--- src/rtl/ext_bus_arbiter_if.sv ---
`default_nettype none
// ============================================================================
// Module : ext_bus_arbiter_if
// Desc   : Requester-side and pin-side signal bundle of ext_bus_arbiter.
// Rev    : 1.0
// ============================================================================
interface ext_bus_arbiter_if;
    logic        req0;
    logic        req1;
    logic        we0;
    logic        we1;
    logic [31:0] addr0;
    logic [31:0] addr1;
    logic [31:0] wdata0;
    logic [31:0] wdata1;
    logic        ack0;
    logic        ack1;
    logic [31:0] rdata;
    logic        busy;
    logic [7:0]  xaddr;
    logic [7:0]  xdout;
    logic [7:0]  xoe;
    logic [7:0]  xdin;
    logic        xsync;
    logic        xwe;

    modport slave (
        input  req0, req1, we0, we1, addr0, addr1, wdata0, wdata1, xdin,
        output ack0, ack1, rdata, busy, xaddr, xdout, xoe, xsync, xwe
    );

    modport master (
        output req0, req1, we0, we1, addr0, addr1, wdata0, wdata1, xdin,
        input  ack0, ack1, rdata, busy, xaddr, xdout, xoe, xsync, xwe
    );
endinterface
`default_nettype wire

--- src/rtl/ext_bus_arbiter.sv ---
`default_nettype none
// ============================================================================
// Module : ext_bus_arbiter
// Desc   : Shares one byte-serial pin bus between two 32-bit requesters.
//          Define EXTBUS_RR_EN for round-robin arbitration (fixed otherwise).
// Rev    : 1.0
// ============================================================================
module ext_bus_arbiter #(
    parameter int TURNAROUND = 1
) (
    input  logic             clk,
    input  logic             rst_n,
    ext_bus_arbiter_if.slave bus
);
    localparam logic [2:0] S_IDLE  = 3'd0;
    localparam logic [2:0] S_ADDR  = 3'd1;
    localparam logic [2:0] S_WDATA = 3'd2;
    localparam logic [2:0] S_TURN  = 3'd3;
    localparam logic [2:0] S_RDATA = 3'd4;
    localparam logic [2:0] S_DONE  = 3'd5;

    localparam logic [2:0] c_TURN_LAST = 3'(TURNAROUND - 1);
    localparam bit         c_SKIP_TURN = (TURNAROUND == 0);

    logic [2:0]  r_state;
    logic [1:0]  r_bc;
    logic [2:0]  r_tc;
    logic        r_id;
    logic        r_we;
    logic [31:0] r_addr;
    logic [31:0] r_wdata;
    logic [23:0] r_shadow;

    logic        r_ack0;
    logic        r_ack1;
    logic [31:0] r_rdata;
    logic        r_busy;
    logic [7:0]  r_xaddr;
    logic [7:0]  r_xdout;
    logic [7:0]  r_xoe;
    logic        r_xsync;
    logic        r_xwe;

    logic        w_any_req;
    logic        w_win;
    logic [2:0]  w_state_nxt;
    logic [1:0]  w_bc_nxt;
    logic [2:0]  w_tc_nxt;
    logic        w_id_nxt;
    logic        w_we_nxt;
    logic [31:0] w_addr_nxt;
    logic [31:0] w_wdata_nxt;

    logic        w_ack0_nxt;
    logic        w_ack1_nxt;
    logic [31:0] w_rdata_nxt;
    logic        w_busy_nxt;
    logic [7:0]  w_xaddr_nxt;
    logic [7:0]  w_xdout_nxt;
    logic [7:0]  w_xoe_nxt;
    logic        w_xsync_nxt;
    logic        w_xwe_nxt;

`ifdef EXTBUS_RR_EN
    logic r_last;

    // Reset to 1 so that requester 0 wins the first contention.
    always_ff @(posedge clk or negedge rst_n) begin
        if (!rst_n) begin
            r_last <= 1'b1;
        end else if (r_state == S_IDLE && w_any_req) begin
            r_last <= w_win;
        end
    end

    always_comb begin
        w_any_req = bus.req0 | bus.req1;
        if (bus.req0 && bus.req1) begin
            w_win = ~r_last;
        end else begin
            w_win = ~bus.req0;
        end
    end
`else
    always_comb begin
        w_any_req = bus.req0 | bus.req1;
        w_win     = ~bus.req0;
    end
`endif

    // ------------------------------------------------------------------
    // State register
    // ------------------------------------------------------------------
    always_ff @(posedge clk or negedge rst_n) begin
        if (!rst_n) begin
            r_state  <= S_IDLE;
            r_bc     <= 2'd0;
            r_tc     <= 3'd0;
            r_id     <= 1'b0;
            r_we     <= 1'b0;
            r_addr   <= 32'd0;
            r_wdata  <= 32'd0;
            r_shadow <= 24'd0;
        end else begin
            r_state <= w_state_nxt;
            r_bc    <= w_bc_nxt;
            r_tc    <= w_tc_nxt;
            r_id    <= w_id_nxt;
            r_we    <= w_we_nxt;
            r_addr  <= w_addr_nxt;
            r_wdata <= w_wdata_nxt;
            // Byte 3 goes straight into rdata, so only bytes 0..2 are shadowed.
            if (r_state == S_RDATA) begin
                case (r_bc)
                    2'd0:    r_shadow[7:0]   <= bus.xdin;
                    2'd1:    r_shadow[15:8]  <= bus.xdin;
                    2'd2:    r_shadow[23:16] <= bus.xdin;
                    default: ;
                endcase
            end
        end
    end

    // ------------------------------------------------------------------
    // Next-state logic
    // ------------------------------------------------------------------
    always_comb begin
        w_state_nxt = r_state;
        w_bc_nxt    = r_bc;
        w_tc_nxt    = r_tc;
        w_id_nxt    = r_id;
        w_we_nxt    = r_we;
        w_addr_nxt  = r_addr;
        w_wdata_nxt = r_wdata;
        case (r_state)
            S_IDLE: begin
                if (w_any_req) begin
                    w_state_nxt = S_ADDR;
                    w_bc_nxt    = 2'd0;
                    w_id_nxt    = w_win;
                    w_we_nxt    = w_win ? bus.we1    : bus.we0;
                    w_addr_nxt  = w_win ? bus.addr1  : bus.addr0;
                    w_wdata_nxt = w_win ? bus.wdata1 : bus.wdata0;
                end
            end
            S_ADDR: begin
                w_bc_nxt = r_bc + 2'd1;
                if (r_bc == 2'd3) begin
                    if (r_we) begin
                        w_state_nxt = S_WDATA;
                    end else if (c_SKIP_TURN) begin
                        w_state_nxt = S_RDATA;
                    end else begin
                        w_state_nxt = S_TURN;
                        w_tc_nxt    = 3'd0;
                    end
                end
            end
            S_WDATA: begin
                w_bc_nxt = r_bc + 2'd1;
                if (r_bc == 2'd3) begin
                    w_state_nxt = S_DONE;
                end
            end
            S_TURN: begin
                if (r_tc == c_TURN_LAST) begin
                    w_state_nxt = S_RDATA;
                    w_tc_nxt    = 3'd0;
                end else begin
                    w_tc_nxt = r_tc + 3'd1;
                end
            end
            S_RDATA: begin
                w_bc_nxt = r_bc + 2'd1;
                if (r_bc == 2'd3) begin
                    w_state_nxt = S_DONE;
                end
            end
            S_DONE: begin
                w_state_nxt = S_IDLE;
            end
            default: begin
                w_state_nxt = S_IDLE;
                w_bc_nxt    = 2'd0;
                w_tc_nxt    = 3'd0;
            end
        endcase
    end

    // ------------------------------------------------------------------
    // Output logic: decoded from the next state so every pin is a flop
    // ------------------------------------------------------------------
    always_comb begin
        w_busy_nxt  = (w_state_nxt != S_IDLE);
        w_xwe_nxt   = (w_state_nxt != S_IDLE) && w_we_nxt;
        w_xsync_nxt = (w_state_nxt == S_ADDR) && (w_bc_nxt == 2'd0);
        w_xaddr_nxt = 8'h00;
        w_xdout_nxt = 8'h00;
        w_xoe_nxt   = 8'h00;
        if (w_state_nxt == S_ADDR) begin
            w_xaddr_nxt = w_addr_nxt[{w_bc_nxt, 3'b000} +: 8];
        end
        if (w_state_nxt == S_WDATA) begin
            w_xdout_nxt = w_wdata_nxt[{w_bc_nxt, 3'b000} +: 8];
            w_xoe_nxt   = 8'hFF;
        end
        w_ack0_nxt  = (w_state_nxt == S_DONE) && !w_id_nxt;
        w_ack1_nxt  = (w_state_nxt == S_DONE) &&  w_id_nxt;
        w_rdata_nxt = r_rdata;
        if (r_state == S_RDATA && r_bc == 2'd3) begin
            w_rdata_nxt = {bus.xdin, r_shadow};
        end
    end

    always_ff @(posedge clk or negedge rst_n) begin
        if (!rst_n) begin
            r_ack0  <= 1'b0;
            r_ack1  <= 1'b0;
            r_rdata <= 32'd0;
            r_busy  <= 1'b0;
            r_xaddr <= 8'h00;
            r_xdout <= 8'h00;
            r_xoe   <= 8'h00;
            r_xsync <= 1'b0;
            r_xwe   <= 1'b0;
        end else begin
            r_ack0  <= w_ack0_nxt;
            r_ack1  <= w_ack1_nxt;
            r_rdata <= w_rdata_nxt;
            r_busy  <= w_busy_nxt;
            r_xaddr <= w_xaddr_nxt;
            r_xdout <= w_xdout_nxt;
            r_xoe   <= w_xoe_nxt;
            r_xsync <= w_xsync_nxt;
            r_xwe   <= w_xwe_nxt;
        end
    end

    assign bus.ack0  = r_ack0;
    assign bus.ack1  = r_ack1;
    assign bus.rdata = r_rdata;
    assign bus.busy  = r_busy;
    assign bus.xaddr = r_xaddr;
    assign bus.xdout = r_xdout;
    assign bus.xoe   = r_xoe;
    assign bus.xsync = r_xsync;
    assign bus.xwe   = r_xwe;
endmodule
`default_nettype wire

--- src/flat_wrapper.sv ---
// flat-port wrapper written by rule: the top's interface ports become plain ports
module ext_bus_arbiter_flat 
#(
    parameter int TURNAROUND = 1
)
  (clk, rst_n, bus_req0, bus_req1, bus_we0, bus_we1, bus_addr0, bus_addr1, bus_wdata0, bus_wdata1, bus_xdin, bus_ack0, bus_ack1, bus_rdata, bus_busy, bus_xaddr, bus_xdout, bus_xoe, bus_xsync, bus_xwe);
  ext_bus_arbiter_if bus_i ();
  input  logic clk;
  input  logic rst_n;
  input wire logic [$bits(bus_i.req0)-1:0] bus_req0;
  input wire logic [$bits(bus_i.req1)-1:0] bus_req1;
  input wire logic [$bits(bus_i.we0)-1:0] bus_we0;
  input wire logic [$bits(bus_i.we1)-1:0] bus_we1;
  input wire logic [$bits(bus_i.addr0)-1:0] bus_addr0;
  input wire logic [$bits(bus_i.addr1)-1:0] bus_addr1;
  input wire logic [$bits(bus_i.wdata0)-1:0] bus_wdata0;
  input wire logic [$bits(bus_i.wdata1)-1:0] bus_wdata1;
  input wire logic [$bits(bus_i.xdin)-1:0] bus_xdin;
  output wire logic [$bits(bus_i.ack0)-1:0] bus_ack0;
  output wire logic [$bits(bus_i.ack1)-1:0] bus_ack1;
  output wire logic [$bits(bus_i.rdata)-1:0] bus_rdata;
  output wire logic [$bits(bus_i.busy)-1:0] bus_busy;
  output wire logic [$bits(bus_i.xaddr)-1:0] bus_xaddr;
  output wire logic [$bits(bus_i.xdout)-1:0] bus_xdout;
  output wire logic [$bits(bus_i.xoe)-1:0] bus_xoe;
  output wire logic [$bits(bus_i.xsync)-1:0] bus_xsync;
  output wire logic [$bits(bus_i.xwe)-1:0] bus_xwe;
  assign bus_i.req0 = bus_req0;
  assign bus_i.req1 = bus_req1;
  assign bus_i.we0 = bus_we0;
  assign bus_i.we1 = bus_we1;
  assign bus_i.addr0 = bus_addr0;
  assign bus_i.addr1 = bus_addr1;
  assign bus_i.wdata0 = bus_wdata0;
  assign bus_i.wdata1 = bus_wdata1;
  assign bus_i.xdin = bus_xdin;
  assign bus_ack0 = bus_i.ack0;
  assign bus_ack1 = bus_i.ack1;
  assign bus_rdata = bus_i.rdata;
  assign bus_busy = bus_i.busy;
  assign bus_xaddr = bus_i.xaddr;
  assign bus_xdout = bus_i.xdout;
  assign bus_xoe = bus_i.xoe;
  assign bus_xsync = bus_i.xsync;
  assign bus_xwe = bus_i.xwe;
  ext_bus_arbiter #(.TURNAROUND(TURNAROUND)) u_core (.clk(clk), .rst_n(rst_n), .bus(bus_i));
endmodule
--- config.mk ---
export PLATFORM = sky130hd
export DESIGN_NAME = ext_bus_arbiter_flat
export DESIGN_NICKNAME = d
export VERILOG_FILES = /design/src/rtl/ext_bus_arbiter_if.sv /design/src/rtl/ext_bus_arbiter.sv /design/src/flat_wrapper.sv
export SDC_FILE = /design/constraint.sdc
export NUM_CORES = 1
export LEC_CHECK = 0
export ABC_AREA = 1
export CAP_MARGIN = 15
export CORE_MARGIN = 3
export CORE_UTILIZATION = 49
export DETAILED_ROUTE_END_ITERATION = 10
export GPL_TIMING_DRIVEN = 0
export PLACE_DENSITY = 0.9
export SLEW_MARGIN = 25
export SYNTH_ARGS = -nofsm -noshare
export SYNTH_HDL_FRONTEND = slang
export SYNTH_SLANG_ARGS = --single-unit
--- constraint.sdc ---
create_clock -name clk -period 1.8 [get_ports clk]
set_input_delay 0.18 -clock clk [delete_from_list [all_inputs] [get_ports clk]]
set_output_delay 0.18 -clock clk [all_outputs]
set_load 0.02 [all_outputs]
==> summary.md, run 1 <==
The post-synthesis net count was 1034. The library cells used most frequently in the layout, excluding fill and tap cells, are sky130_fd_sc_hd__nand2_1, sky130_fd_sc_hd__clkdlybuf4s50_1, sky130_fd_sc_hd__dfrtp_1, sky130_fd_sc_hd__inv_1, sky130_fd_sc_hd__nor2_1. CTS built an H-tree with a depth of 4. The end-of-flow core utilization is 73.9%.

Measured along the x axis, the die boundary spans 129 um. The post-route netlist has 21.3% of its cells at a drive strength greater than 1. In the final layout, flip-flops and latches occupy 3810 um2. The number of nets with antenna violations after detailed routing is 0, and the met1 usage is 33.7%.

Summing every instance area after synthesis gives 7390 um2. The average cell area after synthesis was 8.34 um2. The reg-to-reg startpoint was u_core.r_state[0]. After clock tree synthesis, the clock-pin slew on the worst setup and hold paths is 60 ps.

Number of global-route vias before repair: 6718. Type of the worst setup path: reg2reg. Setup repair after global routing could not meet its margin everywhere.

The leading cell type in the layout, fill and taps excluded was sky130_fd_sc_hd__nand2_1. For this design, the sink count on the clock tree is 152. The first detailed-routing pass took 6 iterations. For the arrival time of the worst setup path, the log shows 2210 ps. The pin count of the biggest net entering global routing is 97, and the clock latency of the later-clocked register in the worst-skew pair is 430 ps. For the pin with the worst max-slew slack, the measured transition is 478 ps.

The number of hold violations in the final report was 0; the number of rows created at floorplan was 44. Global routing consumed, on the met3 layer, 6.02% of the routing resources. TritonCTS built the clock tree.

The placed instances occupy a cell area of 9680 um2. The critical path contains buffers and inverters numbering 3 combined. The critical path goes through clkinv_4 -> nand2_4 -> nor2_8 -> nand2_8 -> clkbuf_16 -> buf_4 -> o21ai_1 -> nand2_1 -> nand2_1 -> nor2_1 -> nor2_1. Prior to clock tree synthesis, the placed netlist has a worst setup slack of -769 ps. For this block, the routed nets add up to 23.3 mm of wire. The number of port buffers came out at 202. The y dimension of the die is 129 um, and the sequential area share after synthesis is 51.4%. STA classifies the critical path endpoint as a flop. sky130_fd_sc_hd__dfrtp_1 takes more of the synthesized area than any other cell. The average wire length per cell after detail routing was 17.5 um; the time the final worst path needs with I/O delays and setup was 1870 ps. The run gives 0 as the initial antenna violation count.

The first global-routing pass estimated 34.1 mm of wire. The tools report the count of final max-slew check failures as 0. STA puts the critical path data required time at 2140 ps. The peak ir drop on the vdd network came out at 1.13 mV.

Summed over all cells, the static leakage comes to 5.34 nW. Buffers inserted during clock tree synthesis total 17. The area share of the largest cell type after synthesis works out to 51.4%.

In the synthesized netlist, the number of instances is 886. Largest fanout of any net on the critical path: 8. In the final design database the tool counted 1279 nets. The number of antenna diodes in the final layout is 0. The beginning of the critical path was u_core.r_state[0]. Summing internal, switching and leakage power gives 20.5 mW. Violation count after the first detailed-routing iteration: 623. The run gives 0.910 as the final weighted congestion in routability-driven placement.

For this run, global-route usage on met2 was measured as 43.4%. The final reports fail on negative setup slack. Mean number of vias per cell: 5.34. The number of different library cells used by synthesis comes to 28. By area the synthesized netlist is led by sky130_fd_sc_hd__dfrtp_1, sky130_fd_sc_hd__nand2_1, sky130_fd_sc_hd__o21ai_0. After synthesis the netlist holds a flip-flop and latch count of 152. Detailed routing inserted a total of 7088 vias.

The tightest min-delay check is of the in2async type. The kind of cell with the highest combined delay along the critical path is simple AND/OR/NAND/NOR gates. The biggest cell delay along the critical path is 470 ps, and the summed negative setup slack over all endpoints is -72.1 ps. The busiest layer in global routing was met2. The run gives 67.8% as the worst relative slew slack. In this run the clock root is driven by a sky130_fd_sc_hd__clkbuf_16. The run gives 991 as the fill cell total of the finished layout.

During synthesis, Yosys emitted a total of 0 warnings. Across the run, the number of max-cap violations was 0. The total overflow reported by the global router was 0; the signed area change from the synthesized netlist to the final layout was 46.4%. The clock passes through at most 2 buffers.

For this design the top-level I/O count stands at 203. For the setup-violating endpoint count in the final report, the log shows 2. Once layout is done, the placed cells without fillers occupy 10800 um2.

Global routing consumed, over all layers together, 26.6% of the routing resources. The slowest stage of the critical path belongs to the cell sky130_fd_sc_hd__dfrtp_2. The final standard cell count with taps included and fillers excluded was 1328; the power density relative to cell area was 1900 nW/um2. The tools report the placeable core area as 14600 um2. The floorplan step defined a die boundary enclosing 16600 um2. For the instance count after placement with tap cells included, the log shows 1273. The worst setup margin is -67.3 ps. The final cycle utilization of the critical path came out at 104%. Across all hold checks on the routed design, the worst slack comes to 271 ps. Type of origin of the critical path: a flop. The logs give 0.536 GHz for the maximum frequency from static timing analysis and 0 for the DRC violations left. The multi-input combinational cells in the finished layout cover a total of 3140 um2. The run finished, with violations left. Once the floorplan was initialized, standard cells occupied 50.5% of the core. For the final database, setup skew stands at 11.4 ps. The HPWL after detailed placement is 15.5 mm.
power by group:
group	total (mW)	switching [mW]	internal (mW)
Combinational	11.2	6.75	4.43
Clock	3.85	1.47	2.38
Sequential	5.49	0.629	4.86
worst register-to-register path: stages, from the launching register on:
cell	delay (ps)
sky130_fd_sc_hd__dfrtp_2	470
sky130_fd_sc_hd__clkinv_4	100
sky130_fd_sc_hd__nand2_4	70
sky130_fd_sc_hd__nor2_8	130
sky130_fd_sc_hd__nand2_8	90
sky130_fd_sc_hd__clkbuf_16	180
sky130_fd_sc_hd__buf_4	140
sky130_fd_sc_hd__o21ai_1	240
sky130_fd_sc_hd__nand2_1	110
sky130_fd_sc_hd__nand2_1	70
sky130_fd_sc_hd__nor2_1	40
sky130_fd_sc_hd__nor2_1	140
path summary, 6_finish.rpt:
check,end,cells after the start,slack (ps)
max,u_core.bus.xdout[2],11,-70
min,u_core.r_wdata[10],2,270
max reg2reg,u_core.bus.xdout[2],11,-70
min reg2reg,u_core.r_wdata[2],2,480
max in group asynchronous,u_core.r_shadow[23],3,710
min in group clk,u_core.bus.rdata[29],3,430
per-layer routing:
| layer | wire (um) | up-vias | part of all wire (%) |
|---|---|---|---|
| li1 | - | 3257 | - |
| met3 | 1690 | 94 | 7.2 |
| met5 | 0 | - | 0 |
| met1 | 8950 | 3358 | 38 |
| met4 | 1200 | 0 | 5.1 |
| met2 | 11500 | 379 | 49 |
synthesized netlist by cell type:
cell,number
sky130_fd_sc_hd__nand2_1,239
sky130_fd_sc_hd__dfrtp_1,152
sky130_fd_sc_hd__nor2_1,95
sky130_fd_sc_hd__inv_1,90
sky130_fd_sc_hd__o21ai_0,84
sky130_fd_sc_hd__nand3_1,31
sky130_fd_sc_hd__o21ai_2,30
sky130_fd_sc_hd__o21ai_1,28
sky130_fd_sc_hd__or2_2,28
sky130_fd_sc_hd__mux2_2,24
sky130_fd_sc_hd__buf_2,22
sky130_fd_sc_hd__buf_4,11
sky130_fd_sc_hd__clkbuf_1,11
sky130_fd_sc_hd__a21oi_1,6
sky130_fd_sc_hd__buf_6,6
sky130_fd_sc_hd__ha_1,6
sky130_fd_sc_hd__nand2_2,5
sky130_fd_sc_hd__inv_2,4
sky130_fd_sc_hd__nand2_4,2
sky130_fd_sc_hd__nor2_2,2
sky130_fd_sc_hd__nor3_1,2
sky130_fd_sc_hd__o22ai_1,2
sky130_fd_sc_hd__inv_4,1
sky130_fd_sc_hd__nand3b_1,1
sky130_fd_sc_hd__nor2_4,1
sky130_fd_sc_hd__nor2_8,1
sky130_fd_sc_hd__nor3_2,1
sky130_fd_sc_hd__xor2_1,1
kinds of logic (layout without fill, tap and decap cells):
family	after synthesis	in the layout	share of synthesized area, %
buffers and inverters	145	402	8.94
AND/OR/NAND/NOR	408	409	23.1
adder cells (fa/ha/maj)	6	6	1.02
multiplexers	24	24	3.66
flip-flops	152	152	51.4
XOR/XNOR	1	1	0.118
AO/OA/AOI/OAI	150	150	11.7
sequential cells by signal, indices dropped and copies added (netlist names):
signal            count
u_core.bus.xsync      1
u_core.bus.rdata     32
u_core.bus.xwe        1
u_core.r_addr        32
u_core.r_wdata       32
u_core.bus.xaddr      8
u_core.bus.xdout      8
u_core.r_bc           2
u_core.bus.ack1       1
u_core.r_tc           3
u_core.bus.ack0       1
u_core.r_state        3
u_core.r_id           1
u_core.bus.busy       1
u_core.bus.xoe        1
u_core.r_shadow      24
u_core.r_we           1
area by class of cell:
cell class | count | share of cell area (%)
timing repair buffer | 225 | 20.8
inverter | 95 | 3.46
multi-input combinational | 590 | 29.0
clock buffer | 19 | 4.09
clock inverter | 13 | 1.79
buffer | 50 | 3.55
sequential | 152 | 35.2
tap | 184 | 2.13
timing repair:
action / 4_1_cts / 5_1_grt
setup buffers: 8 / 12
setup endpoints to repair: 31 / 28
hold endpoints to repair: 56 / 0
gates resized for setup: 19 / 97
pin swaps: 7 / 22
gates cloned: 0 / 2
hold buffers: 1 / 0
Power figures use the tool's default switching activity.
==> inputs of run 2 (changes only) <==
--- a/config.mk
+++ b/config.mk
@@ -9,6 +9,7 @@
 export CAP_MARGIN = 15
 export CORE_MARGIN = 3
 export CORE_UTILIZATION = 49
+export CTS_CLUSTER_SIZE = 12
 export DETAILED_ROUTE_END_ITERATION = 10
 export GPL_TIMING_DRIVEN = 0
 export PLACE_DENSITY = 0.9
==> results of run 2 <==
Same layout as run 1: the final DEF is identical, and so are final timing and power.
